[src/rtl/note_lane_scroller.sv]
// note_lane_scroller: owns the five falling note sprites (green, red, yellow,
// blue, orange). Spawns notes from the chart on each frame tick, scrolls them
// down, judges strums against the strike window, keeps score, and drives the
// per-pixel sprite flags and per-lane positions for color_mapper.
//
// Optional feature: define NOTE_STREAK_EN to enable the hit streak counter and
// streak-based score multiplier. Without it, streak is 0 and every hit is +1.
module note_lane_scroller #(
  parameter int NOTE_SPEED = 2,
  parameter int LANE_X0    = 96,
  parameter int LANE_PITCH = 96,
  parameter int HIT_Y_MIN  = 384,
  parameter int HIT_Y_MAX  = 448,
  parameter int Y_EXIT     = 480
) (
  input  logic        Clk,
  input  logic        Reset,
  input  logic        frame_clk,
  input  logic [4:0]  spawn_mask,
  input  logic [4:0]  fret_keys,
  input  logic        strum,
  input  logic [9:0]  DrawX,
  input  logic [9:0]  DrawY,
  output logic        is_sprite_green,
  output logic        is_sprite_red,
  output logic        is_sprite_yellow,
  output logic        is_sprite_blue,
  output logic        is_sprite_orange,
  output logic [9:0]  green_x_pos,
  output logic [9:0]  red_x_pos,
  output logic [9:0]  yellow_x_pos,
  output logic [9:0]  blue_x_pos,
  output logic [9:0]  orange_x_pos,
  output logic [9:0]  green_y_pos,
  output logic [9:0]  red_y_pos,
  output logic [9:0]  yellow_y_pos,
  output logic [9:0]  blue_y_pos,
  output logic [9:0]  orange_y_pos,
  output logic [4:0]  hit,
  output logic [4:0]  miss,
  output logic [15:0] score,
  output logic [7:0]  streak
);

  typedef enum logic {IDLE, FALL} lane_state_t;

  lane_state_t state_q [5];
  lane_state_t state_d [5];
  logic [9:0]  y_q [5];
  logic [9:0]  y_d [5];
  logic [9:0]  lane_x [5];
  logic [10:0] moved [5];
  logic [4:0]  in_window;
  logic [4:0]  hit_d, miss_d, sprite;
  logic [1:0]  frame_sync;
  logic        frame_prev;
  logic        tick;
  logic [2:0]  hit_count;
  logic [4:0]  score_add;
  logic [16:0] score_sum;
  logic [15:0] score_q, score_d;
  logic [7:0]  streak_q, streak_d;
  logic [4:0]  hit_q, miss_q;
`ifdef NOTE_STREAK_EN
  logic [8:0]  streak_sum;
  logic [7:0]  streak_inc;
  logic [2:0]  bonus;
`endif

  // Bring the vsync strobe into the Clk domain and keep the previous level for edge detect
  always_ff @(posedge Clk or posedge Reset) begin
    if (Reset) begin
      frame_sync <= '0;
      frame_prev <= 1'b0;
    end else begin
      frame_sync <= {frame_sync[0], frame_clk};
      frame_prev <= frame_sync[1];
    end
  end

  assign tick = frame_sync[1] & ~frame_prev;

  // Fixed lane left edges; 11-bit per-lane moved y and strike-window test on the pre-tick y
  always_comb begin
    for (int i = 0; i < 5; i++) begin
      lane_x[i]    = 10'(LANE_X0 + i * LANE_PITCH);
      moved[i]     = {1'b0, y_q[i]} + 11'(NOTE_SPEED);
      in_window[i] = (state_q[i] == FALL) &&
                     ({1'b0, y_q[i]} >= 11'(HIT_Y_MIN)) &&
                     ({1'b0, y_q[i]} <= 11'(HIT_Y_MAX));
    end
  end

  // Per-lane next state: a hit wins over move/spawn; exit and overstrum share one miss bit
  always_comb begin
    hit_d  = '0;
    miss_d = '0;
    for (int i = 0; i < 5; i++) begin
      state_d[i] = state_q[i];
      y_d[i]     = y_q[i];
      if (strum && fret_keys[i] && in_window[i]) begin
        state_d[i] = IDLE;
        y_d[i]     = '0;
        hit_d[i]   = 1'b1;
      end else begin
        if (strum && fret_keys[i]) begin
          miss_d[i] = 1'b1;
        end
        if (tick) begin
          if (state_q[i] == FALL) begin
            if (moved[i] >= 11'(Y_EXIT)) begin
              state_d[i] = IDLE;
              y_d[i]     = '0;
              miss_d[i]  = 1'b1;
            end else begin
              y_d[i] = moved[i][9:0];
            end
          end else if (spawn_mask[i]) begin
            state_d[i] = FALL;
            y_d[i]     = '0;
          end
        end
      end
    end
  end

  // Score and streak update; the bonus is based on the streak after this cycle's hits
  always_comb begin
    hit_count = '0;
    for (int i = 0; i < 5; i++) begin
      hit_count = hit_count + 3'(hit_d[i]);
    end
`ifdef NOTE_STREAK_EN
    streak_sum = {1'b0, streak_q} + 9'(hit_count);
    streak_inc = streak_sum[8] ? 8'hFF : streak_sum[7:0];
    bonus      = 3'd1 + 3'(streak_inc >= 8'd10) + 3'(streak_inc >= 8'd20) + 3'(streak_inc >= 8'd30);
    score_add  = 5'(hit_count) * 5'(bonus);
    streak_d   = (|miss_d) ? 8'd0 : streak_inc;
`else
    score_add  = 5'(hit_count);
    streak_d   = 8'd0;
`endif
    score_sum = {1'b0, score_q} + 17'(score_add);
    score_d   = score_sum[16] ? 16'hFFFF : score_sum[15:0];
  end

  // Lane, pulse and score registers
  always_ff @(posedge Clk or posedge Reset) begin
    if (Reset) begin
      for (int i = 0; i < 5; i++) begin
        state_q[i] <= IDLE;
        y_q[i]     <= '0;
      end
      hit_q    <= '0;
      miss_q   <= '0;
      score_q  <= '0;
      streak_q <= '0;
    end else begin
      for (int i = 0; i < 5; i++) begin
        state_q[i] <= state_d[i];
        y_q[i]     <= y_d[i];
      end
      hit_q    <= hit_d;
      miss_q   <= miss_d;
      score_q  <= score_d;
      streak_q <= streak_d;
    end
  end

  // Pixel-in-sprite test with 11-bit bounds so x+63 and y+63 never wrap
  always_comb begin
    sprite = '0;
    for (int i = 0; i < 5; i++) begin
      sprite[i] = (state_q[i] == FALL) &&
                  ({1'b0, DrawX} >= {1'b0, lane_x[i]}) &&
                  ({1'b0, DrawX} <= ({1'b0, lane_x[i]} + 11'd63)) &&
                  ({1'b0, DrawY} >= {1'b0, y_q[i]}) &&
                  ({1'b0, DrawY} <= ({1'b0, y_q[i]} + 11'd63));
    end
  end

  assign is_sprite_green  = sprite[0];
  assign is_sprite_red    = sprite[1];
  assign is_sprite_yellow = sprite[2];
  assign is_sprite_blue   = sprite[3];
  assign is_sprite_orange = sprite[4];
  assign green_x_pos      = lane_x[0];
  assign red_x_pos        = lane_x[1];
  assign yellow_x_pos     = lane_x[2];
  assign blue_x_pos       = lane_x[3];
  assign orange_x_pos     = lane_x[4];
  assign green_y_pos      = y_q[0];
  assign red_y_pos        = y_q[1];
  assign yellow_y_pos     = y_q[2];
  assign blue_y_pos       = y_q[3];
  assign orange_y_pos     = y_q[4];
  assign hit              = hit_q;
  assign miss             = miss_q;
  assign score            = score_q;
  assign streak           = streak_q;

endmodule

[config.mk]
export PLATFORM = sky130hd
export DESIGN_NAME = note_lane_scroller
export DESIGN_NICKNAME = d
export VERILOG_FILES = /design/src/rtl/note_lane_scroller.sv
export SDC_FILE = /design/constraint.sdc
export NUM_CORES = 1
export LEC_CHECK = 0
export BUFFER_PORTS_ARGS = -buffer_cell sky130_fd_sc_hd__buf_2
export CORE_MARGIN = 5
export CORE_UTILIZATION = 55
export CTS_BUF_LIST = sky130_fd_sc_hd__clkbuf_2 sky130_fd_sc_hd__clkbuf_4 sky130_fd_sc_hd__clkbuf_8
export DETAILED_ROUTE_END_ITERATION = 16
export PLACE_DENSITY = 0.81
export SETUP_SLACK_MARGIN = 0.2
export SYNTH_ARGS = -nofsm -noshare
export SYNTH_HDL_FRONTEND = slang
export SYNTH_SLANG_ARGS = --single-unit
[constraint.sdc]
create_clock -name Clk -period 4.02 [get_ports Clk]
set_clock_uncertainty 0.1 [all_clocks]
set_input_delay 0.603 -clock Clk [delete_from_list [all_inputs] [get_ports Clk]]
set_output_delay 0.603 -clock Clk [all_outputs]
set_load 0.05 [all_outputs]
==> impl_metrics.sql, run 1 <==
INSERT INTO impl_metrics (metric_group, metric, value, unit) VALUES
('floorplan', 'die_height', '127', 'um'),
('synthesis', 'ys_warn_count', '0', ''),
('grt', 'grt_max_degree', '37', ''),
('layout', 'finalInstanceArea', '8500', 'sq um'),
('sta', 'final_hold_viol_count', '0', ''),
('synthesis', 'synth-edff-count', '0', ''),
('synthesis', 'post_synth_and_or_nand_nor_area_fraction', '18.8', '%'),
('layout', 'insertedDiodeCount', '0', ''),
('worst_setup_path', 'critical_path_peak_fanout', '4', ''),
('sta', 'timing.final.crit_period', '3.88', 'ns'),
('synthesis', 'synth.cell_area', '7530', 'sq um'),
('sta', 'final-max-slew-violation-count', '0', ''),
('worst_setup_path', 'cell_breakdown_of_the_critical_path', 'nor3_4 -> a21oi_2 -> buf_6 -> nand2_4 -> xnor2_2 -> ha_1 -> and4_1 -> nand3_2 -> a21oi_1 -> a2111oi_2 -> a21oi_1 -> nor4_2 -> buf_4', ''),
('worst_setup_path', 'cell_with_the_most_instances_on_the_worst_path', 'a21oi_1', ''),
('pwr', 'total_power', '0.00410', 'W'),
('sta', 'post-route-period-util', '96.6', '%'),
('synthesis', 'post_synth_mux_area_share', '0.416', '%'),
('drt', 'drc', '0', ''),
('clock_network', 'clkTransAtPathRegs', '0.09', 'ns'),
('floorplan', 'floorplan.io_pins', '173', ''),
('pwr', 'power.ir.vdd_worst', '0.303', 'mV'),
('drt', 'routed_wl', '19.8', 'mm'),
('pwr', 'combinational_power_share', '55.5', '%'),
('synthesis', 'synthCells', '883', ''),
('layout', 'area_taken_by_flip_flops_and_latches', '2000', 'sq um'),
('placed_design', 'quantity_of_i_o_buffers_inserted_on_ports', '104', ''),
('drt', 'first_pass_iters', '5', ''),
('synthesis', 'post_synth_fa_ha_maj_area_fraction', '18.9', '%'),
('pwr', 'cellInternalPower', '0.00210', 'W'),
('layout', 'drive_gt1_share', '20.4', '%'),
('worst_setup_path', 'worstPathArrival', '3.18', 'ns'),
('grt', 'grt_pass1_wl', '31.5', 'mm'),
('sta', 'setup_viol', '0', ''),
('grt', 'gr_overflow_total', '0', ''),
('worst_setup_path', 'worstPathRequired', '3.32', 'ns'),
('synthesis', 'syn-mean-instance-area', '8.52', 'sq um'),
('worst_setup_path', 'cp_slowest_stage_delay', '0.44', 'ns'),
('layout', 'fin_util', '63.7', '%'),
('pwr', 'power_density', '483', 'nW/um^2'),
('placed_design', 'gp_congestion', '0.916', ''),
('grt', 'via_count_of_the_first_global_routing_pass', '6403', ''),
('layout', 'area.growth.synth_to_final', '12.9', '%'),
('clock_network', 'clock_path_buffers', '2', ''),
('synthesis', 'synth_ff_type', 'dfrtp_1', ''),
('clock_network', 'postCtsHoldBufs', '0', ''),
('synthesis', 'ys_types', '75', ''),
('clock_network', 'clk_root_buffer_cell', 'clkbuf_8', ''),
('layout', 'multi_input_comb_area', '5030', 'sq um'),
('drt', 'via_per_inst', '5.77', ''),
('sta', 'worst-slew-pin-transition', '0.854', 'ns'),
('sta', 'max_slew_margin', '42.7', '%'),
('drt', 'num_vias', '6843', ''),
('worst_setup_path', 'worst_setup_path_end_kind', 'output pin', ''),
('sta', 'holdWs', '0.0324', 'ns'),
('outcome', 'run_status', 'completed', ''),
('flow_run', 'max_cap_viol_count', '0', ''),
('clock_network', 'clock_sink_count', '79', ''),
('pwr', 'pwr-share-clk', '16.8', '%'),
('worst_setup_path', 'worstSetupStartpointType', 'flop', ''),
('worst_setup_path', 'crit_type', 'reg -> out', ''),
('layout', 'filler_cell_count', '1188', ''),
('worst_setup_path', 'critPathTopFamily', 'simple AND/OR/NAND/NOR gates', ''),
('floorplan', 'chipWidth', '127', 'um'),
('drt', 'antenna_violating_nets_post_route', '0', ''),
('clock_network', 'tritoncts.num_buffers', '9', ''),
('pwr', 'power_frac_seq', '27.8', '%'),
('synthesis', 'synth_compound_area_share', '18.7', '%'),
('sta', 'rsz0062_at_grt', 'yes', ''),
('synthesis', 'synth_xor_xnor_area_share', '5.59', '%'),
('floorplan', 'die_area', '16100', 'sq um'),
('layout', 'design.final.nets', '1151', '');
[logic make-up (layout without fill, tap and decap cells)]
group,count (synthesis),in the layout
and+or+nand+nor,277,277
xor gates and xnor gates,48,48
other,2,63
DFF,79,79
AOI/OAI and AO/OA,212,212
adders and majority gates,112,112
buffers and inverters,150,216
muxes,3,3
[repair_timing]
| action | 4_1_cts | 5_1_grt |
|---|---|---|
| gates resized for setup | 5 | 24 |
| pin swaps | 1 | 11 |
| setup buffers | 6 | 15 |
| endpoints found under the hold margin | 0 | 0 |
| endpoints found under the setup margin | 2 | 18 |
[power by group through the flow]
stage	sequential (W)	clock, W	combinational (W)
global placement	0.00116	0	0.00204
finish	0.00114	0.000689	0.00228
floorplan	0.00144	0	0.00138
detailed placement	0.00116	0	0.00210
global route	0.00116	0.000737	0.00252
CTS	0.00113	0.000701	0.00216
[layout make-up]
| class | count | area share (%) |
|---|---|---|
| Inverter | 62 | 2.75 |
| Clock buffer | 11 | 1.71 |
| Clock inverter | 5 | 0.957 |
| Multi-Input combinational cell | 715 | 59.2 |
| Sequential cell | 79 | 23.5 |
| Timing Repair Buffer | 138 | 9.31 |
| Tap cell | 176 | 2.59 |
[final timing paths]
| path | slack (ns) | cells after the start | to | startpoint |
|---|---|---|---|---|
| setup / recovery | 0.14 | 13 | is_sprite_green | green_y_pos[5]$_DFFE_PP0P_ |
| hold / removal | 0.03 | 2 | hit[2]$_DFF_PP0_ | Reset |
| setup reg to reg | 0.39 | 13 | score[6]$_DFF_PP0_ | orange_y_pos[5]$_DFFE_PP0P_ |
| hold reg to reg | 0.26 | 0 | frame_sync[1]$_DFF_PP0_ | frame_sync[0]$_DFF_PP0_ |
| max in group asynchronous | 3.03 | 3 | yellow_y_pos[6]$_DFFE_PP0P_ | Reset |
| min in group Clk | 0.23 | 1 | frame_sync[0]$_DFF_PP0_ | frame_clk |
[synthesized netlist by cell type, types with 13 or more instances]
library cell | count | area share [%]
nand4_1 | 20 | 1.7
xnor2_1 | 41 | 4.8
dfrtp_1 | 79 | 26
ha_1 | 109 | 18
a21oi_1 | 48 | 3.2
buf_4 | 66 | 6.6
nand3_1 | 39 | 2.6
or3_1 | 13 | 1.1
inv_1 | 60 | 3.0
nand2b_1 | 14 | 1.2
nand2_1 | 79 | 3.9
nor3_1 | 19 | 1.3
o21ai_0 | 54 | 3.6
a21o_1 | 17 | 1.7
nor2_1 | 45 | 2.2
[registers in the layout, summed over array words and instances (netlist names)]
name,cells
state_q,5
yellow_y_pos,9
miss,5
green_y_pos,9
blue_y_pos,9
red_y_pos,9
hit,5
frame_sync,2
score,16
frame_prev,1
orange_y_pos,9
[stage by stage]
| stage | worst slack (ns) | instances |
|---|---|---|
| final | 0.136 | 1186 |
| after global routing | 0.0177 | 1186 |
| after CTS | 0.178 | 1171 |
| after detailed placement | 0.0594 | 1149 |
| after global placement | 0.137 | 1149 |
| after floorplan | 0.130 | 944 |
[per-layer routing]
metal | GRT usage (%) | part of all wire [%]
met4 | 8.14 | 2.6
met3 | 6.18 | 7.8
met1 | 30.7 | 42
met2 | 39.2 | 48
met5 | 0 | 0.056
[cells in the final DEF (no fill, tap or decap), types with 10 or more instances in the layout]
| cell type | synthesis | routed |
|---|---|---|
| a21o_1 | 17 | 17 |
| a21oi_1 | 48 | 43 |
| buf_2 | 8 | 101 |
| buf_4 | 66 | 34 |
| clkbuf_8 | 0 | 10 |
| conb_1 | 2 | 63 |
| dfrtp_1 | 79 | 61 |
| dfrtp_2 | 0 | 18 |
| ha_1 | 109 | 109 |
| inv_1 | 60 | 59 |
| nand2_1 | 79 | 78 |
| nand2b_1 | 14 | 14 |
| nand3_1 | 39 | 38 |
| nand4_1 | 20 | 20 |
| nor2_1 | 45 | 43 |
| nor2b_1 | 10 | 10 |
| nor3_1 | 19 | 15 |
| o21a_1 | 10 | 10 |
| o21ai_0 | 54 | 54 |
| or3_1 | 13 | 13 |
| xnor2_1 | 41 | 40 |
(Power assumes the default switching activity.)
==> run 2, diff against run 1 <==
Settings changed: GPL_TIMING_DRIVEN set to 0.
==> impl_metrics.sql, run 2 (synthesized netlist as in run 1, its figures left out) <==
INSERT INTO impl_metrics (metric_group, metric, value, unit) VALUES
('outcome', 'run_status', 'completed', ''),
('clock_network', 'clkTransAtPathRegs', '0.09', 'ns'),
('grt', 'via_count_of_the_first_global_routing_pass', '6773', ''),
('floorplan', 'die_area', '16100', 'sq um'),
('grt', 'm2_gr_usage', '39.5', '%'),
('pwr', 'power.ir.vdd_worst', '0.432', 'mV'),
('layout', 'layout_common_cells', '109 x ha_1, 108 x buf_2, 82 x buf_4', ''),
('sta', 'rsz0062_at_grt', 'yes', ''),
('worst_setup_path', 'worst_setup_path_end_kind', 'output pin', ''),
('floorplan', 'die_height', '127', 'um'),
('floorplan', 'start_util', '56.4', '%'),
('clock_network', 'clock_path_buffers', '2', ''),
('clock_network', 'clock_insertion_delay_worst_skew', '0.39', 'ns'),
('worst_setup_path', 'cell_breakdown_of_the_critical_path', 'buf_6 -> nor3_4 -> a21oi_4 -> nand2_2 -> xnor2_1 -> ha_1 -> and4_1 -> nand3_2 -> buf_4 -> o22ai_2 -> a41o_1 -> a21oi_1 -> nor4_2 -> buf_4', ''),
('clock_network', 'tritoncts.num_buffers', '9', ''),
('grt', 'initial_antenna_violation_count', '1', ''),
('sta', 'final_hold_viol_count', '0', ''),
('pwr', 'power_frac_seq', '24.9', '%'),
('drt', 'drt-initial-drc-count', '575', ''),
('floorplan', 'placement_rows', '42', ''),
('pwr', 'switchingPower', '0.00203', 'W'),
('clock_network', 'tritoncts', 'built', ''),
('flow_run', 'max_cap_viol_count', '0', ''),
('floorplan', 'placeableCoreArea', '13300', 'sq um'),
('layout', 'design.final.nets', '1220', ''),
('pwr', 'switching_share', '46.6', '%'),
('drt', 'drc', '0', ''),
('sta', 'post-route-period-util', '94.1', '%'),
('grt', 'grt_util_all_layers', '24.7', '%'),
('worst_setup_path', 'r2r_setup_slack', '0.36', 'ns'),
('sta', 'setup_viol', '0', ''),
('drt', 'first_pass_iters', '5', ''),
('layout', 'multi_input_comb_area', '5100', 'sq um'),
('placed_design', 'quantity_of_i_o_buffers_inserted_on_ports', '104', ''),
('drt', 'via_per_inst', '5.66', ''),
('sta', 'timing.final.crit_period', '3.78', 'ns'),
('floorplan', 'chipWidth', '127', 'um'),
('worst_setup_path', 'cp_slowest_stage_delay', '0.42', 'ns'),
('floorplan', 'floorplan.io_pins', '173', ''),
('layout', 'filler_cell_count', '1124', ''),
('pwr', 'cellInternalPower', '0.00233', 'W'),
('placed_design', 'place.detailed.instances', '1225', ''),
('grt', 'global_route.peak_usage_layer', 'met2', ''),
('clock_network', 'clock_tree.htree_level_count', '3', ''),
('hold_path', 'holdCritPathClass', 'in -> async', ''),
('pwr', 'power_density', '477', 'nW/um^2'),
('grt', 'grt_max_degree', '54', ''),
('layout', 'drive_gt1_share', '25.5', '%'),
('sta', 'max_slew_margin', '45.8', '%'),
('layout', 'area.growth.synth_to_final', '21.5', '%'),
('worst_setup_path', 'cell_with_the_most_instances_on_the_worst_path', 'buf_4', ''),
('pwr', 'pwr-share-clk', '20.0', '%'),
('layout', 'final_cells', '1256', ''),
('layout', 'largest_register_ffs', '16', ''),
('sta', 'holdWs', '0.0921', 'ns'),
('worst_setup_path', 'critical_path_peak_fanout', '5', ''),
('layout', 'area_taken_by_flip_flops_and_latches', '2000', 'sq um'),
('grt', 'gr_overflow_total', '0', ''),
('worst_setup_path', 'worstPathArrival', '3.08', 'ns'),
('drt', 'antenna_violating_nets_post_route', '0', ''),
('worst_setup_path', 'cpMaxStageDelayCell', 'dfrtp_2', ''),
('grt', 'grt.met3_usage', '5.05', '%'),
('drt', 'avgRoutedWirePerCell', '16.2', 'um'),
('grt', 'grt_pass1_wl', '32.5', 'mm'),
('layout', 'mostFrequentLayoutCell', 'ha_1', ''),
('clock_network', 'clk_root_buffer_cell', 'clkbuf_8', ''),
('pwr', 'combinational_power_share', '55.1', '%'),
('worst_setup_path', 'worstPathRequired', '3.32', 'ns'),
('drt', 'routed_wl', '20.4', 'mm'),
('sta', 'final-max-slew-violation-count', '0', ''),
('sta', 'max_clock_freq', '264', 'MHz'),
('worst_setup_path', 'worstSetupStartpointType', 'flop', ''),
('sta', 'worst-slew-pin-transition', '0.813', 'ns'),
('worst_setup_path', 'crit_type', 'reg -> out', ''),
('drt', 'num_vias', '7104', ''),
('clock_network', 'clock_sink_count', '79', ''),
('placed_design', 'gp_congestion', '0.925', ''),
('pwr', 'power.static_leakage', '4.49', 'nW'),
('grt', 'grtUsageMet1', '32.1', '%'),
('placed_design', 'detailed_place_hpwl', '15.2', 'mm'),
('clock_network', 'postCtsHoldBufs', '0', '');
## run 2: critical path: cells and delay by family (launching register included)
family / cells / cell delay (ns)
AO/OA/AOI/OAI: 4 / 0.41
XOR/XNOR: 1 / 0.07
adder cells (fa/ha/maj): 1 / 0.32
buffers and inverters: 3 / 0.53
flip-flops: 1 / 0.42
AND/OR/NAND/NOR: 5 / 0.95
## run 2: metrics by stage
| stage | setup TNS, ns | total power, W | instance area (sq um) | worst slack [ns] | utilization (%) |
|---|---|---|---|---|---|
| CTS | 0 | 0.00428 | 8990 | 0.206 | 67.3 |
| global route | 0 | 0.00467 | 9150 | 0.120 | 68.5 |
| detailed placement | -3.25 | 0.00333 | 8560 | -0.311 | 64.1 |
| floorplan | 0 | 0.00283 | 7780 | 0.130 | - |
| global placement | -1.94 | 0.00326 | 8530 | -0.205 | 63.9 |
| finish | 0 | 0.00436 | 9150 | 0.236 | 68.5 |
## run 2: repair_timing
action	4_1_cts	5_1_grt
endpoints found under the hold margin	0	0
resized for setup	22	31
buffers inserted	7	7
setup endpoints to repair	19	17
pin swaps	9	17
## run 2: power by group through the flow
stage                     Sequential, W  Combinational, W  Clock (W)
after CTS                       0.00107           0.00232   0.000887
final                           0.00108           0.00240   0.000872
after detailed placement        0.00109           0.00224          0
after global routing            0.00111           0.00265   0.000914
after global placement          0.00109           0.00217          0
after floorplan                 0.00144           0.00138          0
## run 2: routing by layer
layer / share of wire, % / vias to the layer above / routed length [um]
met3: 6.5 / 67 / 1320
met4: 3.7 / 0 / 760
met5: 0 / - / 0
met1: 42 / 3331 / 8580
li1: - / 3441 / -
met2: 48 / 265 / 9690
## run 2: layout make-up
class | count | share of cell area (%)
multi-input cells | 715 | 55.8
flip-flops and latches | 79 | 21.8
repair buffers | 119 | 7.26
plain buffers | 88 | 6.93
inverters | 62 | 2.57
well taps | 176 | 2.41
clock inverters | 6 | 1.70
clock buffers | 10 | 1.50
diodes | 1 | 0.0274
## run 2: path summary, 6_finish.rpt
kind | startpoint | end | cells past startpoint
max | green_y_pos[3]$_DFFE_PP0P_ | is_sprite_green | 14
min | Reset | red_y_pos[4]$_DFFE_PP0P_ | 2
max reg2reg | yellow_y_pos[6]$_DFFE_PP0P_ | score[10]$_DFF_PP0_ | 15
min reg2reg | frame_sync[0]$_DFF_PP0_ | frame_sync[1]$_DFF_PP0_ | 0
max in group asynchronous | Reset | yellow_y_pos[8]$_DFFE_PP0P_ | 3
min in group Clk | frame_clk | frame_sync[0]$_DFF_PP0_ | 1
==> run 3, diff against run 2 <==
Clock period 4.02 ns to 4.29 ns, I/O delays scaled along.
==> impl_metrics.sql, run 3 (synthesized netlist as in run 1, its figures left out) <==
INSERT INTO impl_metrics (metric_group, metric, value, unit) VALUES
('placed_design', 'dpl-instance-area', '8540', 'sq um'),
('drt', 'antenna_violating_nets_post_route', '0', ''),
('worst_setup_path', 'reg2regPathDepth', '14', ''),
('floorplan', 'start_util', '56.4', '%'),
('sta', 'worst-slew-pin-transition', '0.773', 'ns'),
('grt', 'grt_util_all_layers', '23.7', '%'),
('grt', 'gr_overflow_total', '0', ''),
('worst_setup_path', 'worst_r2r_endpoint', 'score[11]$_DFF_PP0_', ''),
('drt', 'drc', '0', ''),
('sta', 'timing.final.ws_setup', '0.360', 'ns'),
('clock_network', 'tritoncts', 'built', ''),
('layout', 'layout_common_cells', '110 x buf_2, 109 x ha_1, 79 x nand2_1', ''),
('layout', 'fin_util', '65.7', '%'),
('grt', 'grt_max_degree', '53', ''),
('floorplan', 'die_area', '16100', 'sq um'),
('clock_network', 'clock_tree.htree_level_count', '3', ''),
('drt', 'drt-initial-drc-count', '512', ''),
('grt', 'grt_pass1_wl', '31.3', 'mm'),
('pwr', 'total_power', '0.00366', 'W'),
('grt', 'initial_antenna_violation_count', '1', ''),
('grt', 'via_count_of_the_first_global_routing_pass', '6506', ''),
('layout', 'design.final.nets', '1206', ''),
('worst_setup_path', 'worstPathRequired', '3.55', 'ns'),
('floorplan', 'placement_rows', '42', ''),
('floorplan', 'floorplan.io_pins', '173', ''),
('clock_network', 'clock_sink_count', '79', ''),
('worst_setup_path', 'worst_setup_path_startpoint', 'green_y_pos[1]$_DFFE_PP0P_', ''),
('layout', 'multi_input_comb_area', '4990', 'sq um'),
('worst_setup_path', 'worstSetupStartpointType', 'flop', ''),
('outcome', 'run_status', 'completed', ''),
('clock_network', 'postCtsHoldBufs', '0', ''),
('placed_design', 'pre_cts_ws', '-0.200', 'ns'),
('hold_path', 'holdCritPathClass', 'in -> async', ''),
('sta', 'setup_viol', '0', ''),
('worst_setup_path', 'critical_path_peak_fanout', '10', ''),
('pwr', 'power.static_leakage', '4.35', 'nW'),
('sta', 'rsz0062_at_grt', 'yes', ''),
('sta', 'final_hold_viol_count', '0', ''),
('layout', 'largest_register_ffs', '16', ''),
('sta', 'final-max-slew-violation-count', '0', ''),
('sta', 'timing.final.crit_period', '3.93', 'ns'),
('placed_design', 'quantity_of_i_o_buffers_inserted_on_ports', '104', ''),
('floorplan', 'chipWidth', '127', 'um'),
('layout', 'area_taken_by_flip_flops_and_latches', '1980', 'sq um'),
('drt', 'first_pass_iters', '5', ''),
('clock_network', 'clk_root_buffer_cell', 'clkbuf_8', ''),
('pwr', 'pwr-share-clk', '14.3', '%'),
('drt', 'via_per_inst', '5.52', ''),
('placed_design', 'detailed_place_hpwl', '14.8', 'mm'),
('pwr', 'combinational_power_share', '57.9', '%'),
('layout', 'filler_cell_count', '1179', ''),
('clock_network', 'clkTransAtPathRegs', '0.08', 'ns'),
('pwr', 'power.ir.vdd_worst', '0.312', 'mV'),
('placed_design', 'gp_congestion', '0.919', ''),
('sta', 'max_clock_freq', '254', 'MHz'),
('pwr', 'switching_share', '49.7', '%'),
('clock_network', 'post-cts-setup-buffers', '0', ''),
('drt', 'num_vias', '6838', ''),
('worst_setup_path', 'crit_type', 'reg -> out', ''),
('sta', 'setup-tns-final', '0', 'ns'),
('worst_setup_path', 'crit-reg2reg-launch', 'orange_y_pos[4]$_DFFE_PP0P_', ''),
('clock_network', 'clock_path_buffers', '2', ''),
('worst_setup_path', 'r2r_setup_slack', '0.38', 'ns'),
('layout', 'finalInstanceArea', '8770', 'sq um'),
('sta', 'post-route-period-util', '91.6', '%'),
('layout', 'mostFrequentLayoutCell', 'buf_2', ''),
('clock_network', 'clock_insertion_delay_worst_skew', '0.38', 'ns'),
('layout', 'insertedDiodeCount', '0', ''),
('layout', 'drive_gt1_share', '21.7', '%'),
('sta', 'max_slew_margin', '48.5', '%'),
('drt', 'avgRoutedWirePerCell', '15.5', 'um'),
('worst_setup_path', 'worst_setup_path_end_kind', 'output pin', ''),
('pwr', 'switchingPower', '0.00182', 'W'),
('pwr', 'power_density', '418', 'nW/um^2'),
('pwr', 'cellInternalPower', '0.00184', 'W'),
('flow_run', 'max_cap_viol_count', '0', ''),
('layout', 'area.growth.synth_to_final', '16.6', '%'),
('floorplan', 'placeableCoreArea', '13300', 'sq um'),
('floorplan', 'die_height', '127', 'um'),
('worst_setup_path', 'worstPathArrival', '3.19', 'ns'),
('drt', 'routed_wl', '19.2', 'mm'),
('pwr', 'power_frac_seq', '27.8', '%'),
('clock_network', 'tritoncts.num_buffers', '9', '');
## run 3: cell count changes in the layout (fill, tap and decap cells not counted), sizes merged
cell | previous run | this run
buf | 196 | 182
bufinv | 5 | 0
clkbuf | 21 | 24
diode | 1 | 0
## run 3: critical path: stages (launching register included)
cell	delay (ns)
dfrtp_2	0.47
inv_1	0.11
ha_1	0.24
a21oi_1	0.19
xnor2_1	0.14
ha_1	0.26
and4_1	0.19
nand3_1	0.10
a21oi_1	0.06
a2111oi_1	0.29
a21oi_1	0.13
nor4_2	0.36
buf_4	0.27
## run 3: power groups by stage
stage / clock (W) / combinational [W] / sequential [W]
after floorplan: 0 / 0.00130 / 0.00134
after global placement: 0 / 0.00204 / 0.00101
after detailed placement: 0 / 0.00209 / 0.00102
after CTS: 0.000539 / 0.00210 / 0.00101
after global routing: 0.000569 / 0.00235 / 0.00104
final: 0.000523 / 0.00212 / 0.00102
## run 3: repair_timing
action | CTS | global route
gates cloned | 0 | 0
setup endpoints to repair | 10 | 15
pin swaps | 0 | 1
resized for setup | 4 | 22
## run 3: worst max path at each step
stage	slack (ns)	cells after the start	to
detailed placement	-0.20	16	score[11]$_DFF_PP0_
finish	0.36	12	is_sprite_green
global route	0.15	13	is_sprite_green
floorplan	0.22	15	score[11]$_DFF_PP0_
CTS	0.20	13	is_sprite_green
global placement	-0.11	16	score[11]$_DFF_PP0_
## run 3: cell type report
type,instances,share of cell area [%]
Multi-Input combinational cell,715,56.9
Sequential cell,79,22.6
Inverter,62,2.68
Clock inverter,1,0.0570
Clock buffer,13,1.90
Timing Repair Buffer,105,6.30
Buffer,88,7.03
Tap cell,176,2.51
## run 3: metrics by stage
stage	instances	hold WS, ns
2_1_floorplan	944	0.231
3_3_place_gp	1224	0.249
3_5_place_dp	1225	0.243
4_1_cts	1239	0.143
5_1_grt	1239	0.165
6_report	1239	0.139
## run 3: per-layer routing
layer	GRT usage, %	wire, um	vias up
li1	-	-	3400
met1	31.5	8300	3178
met4	7.44	382	2
met3	6.22	1470	29
met2	38.0	8990	229
met5	0	13	-
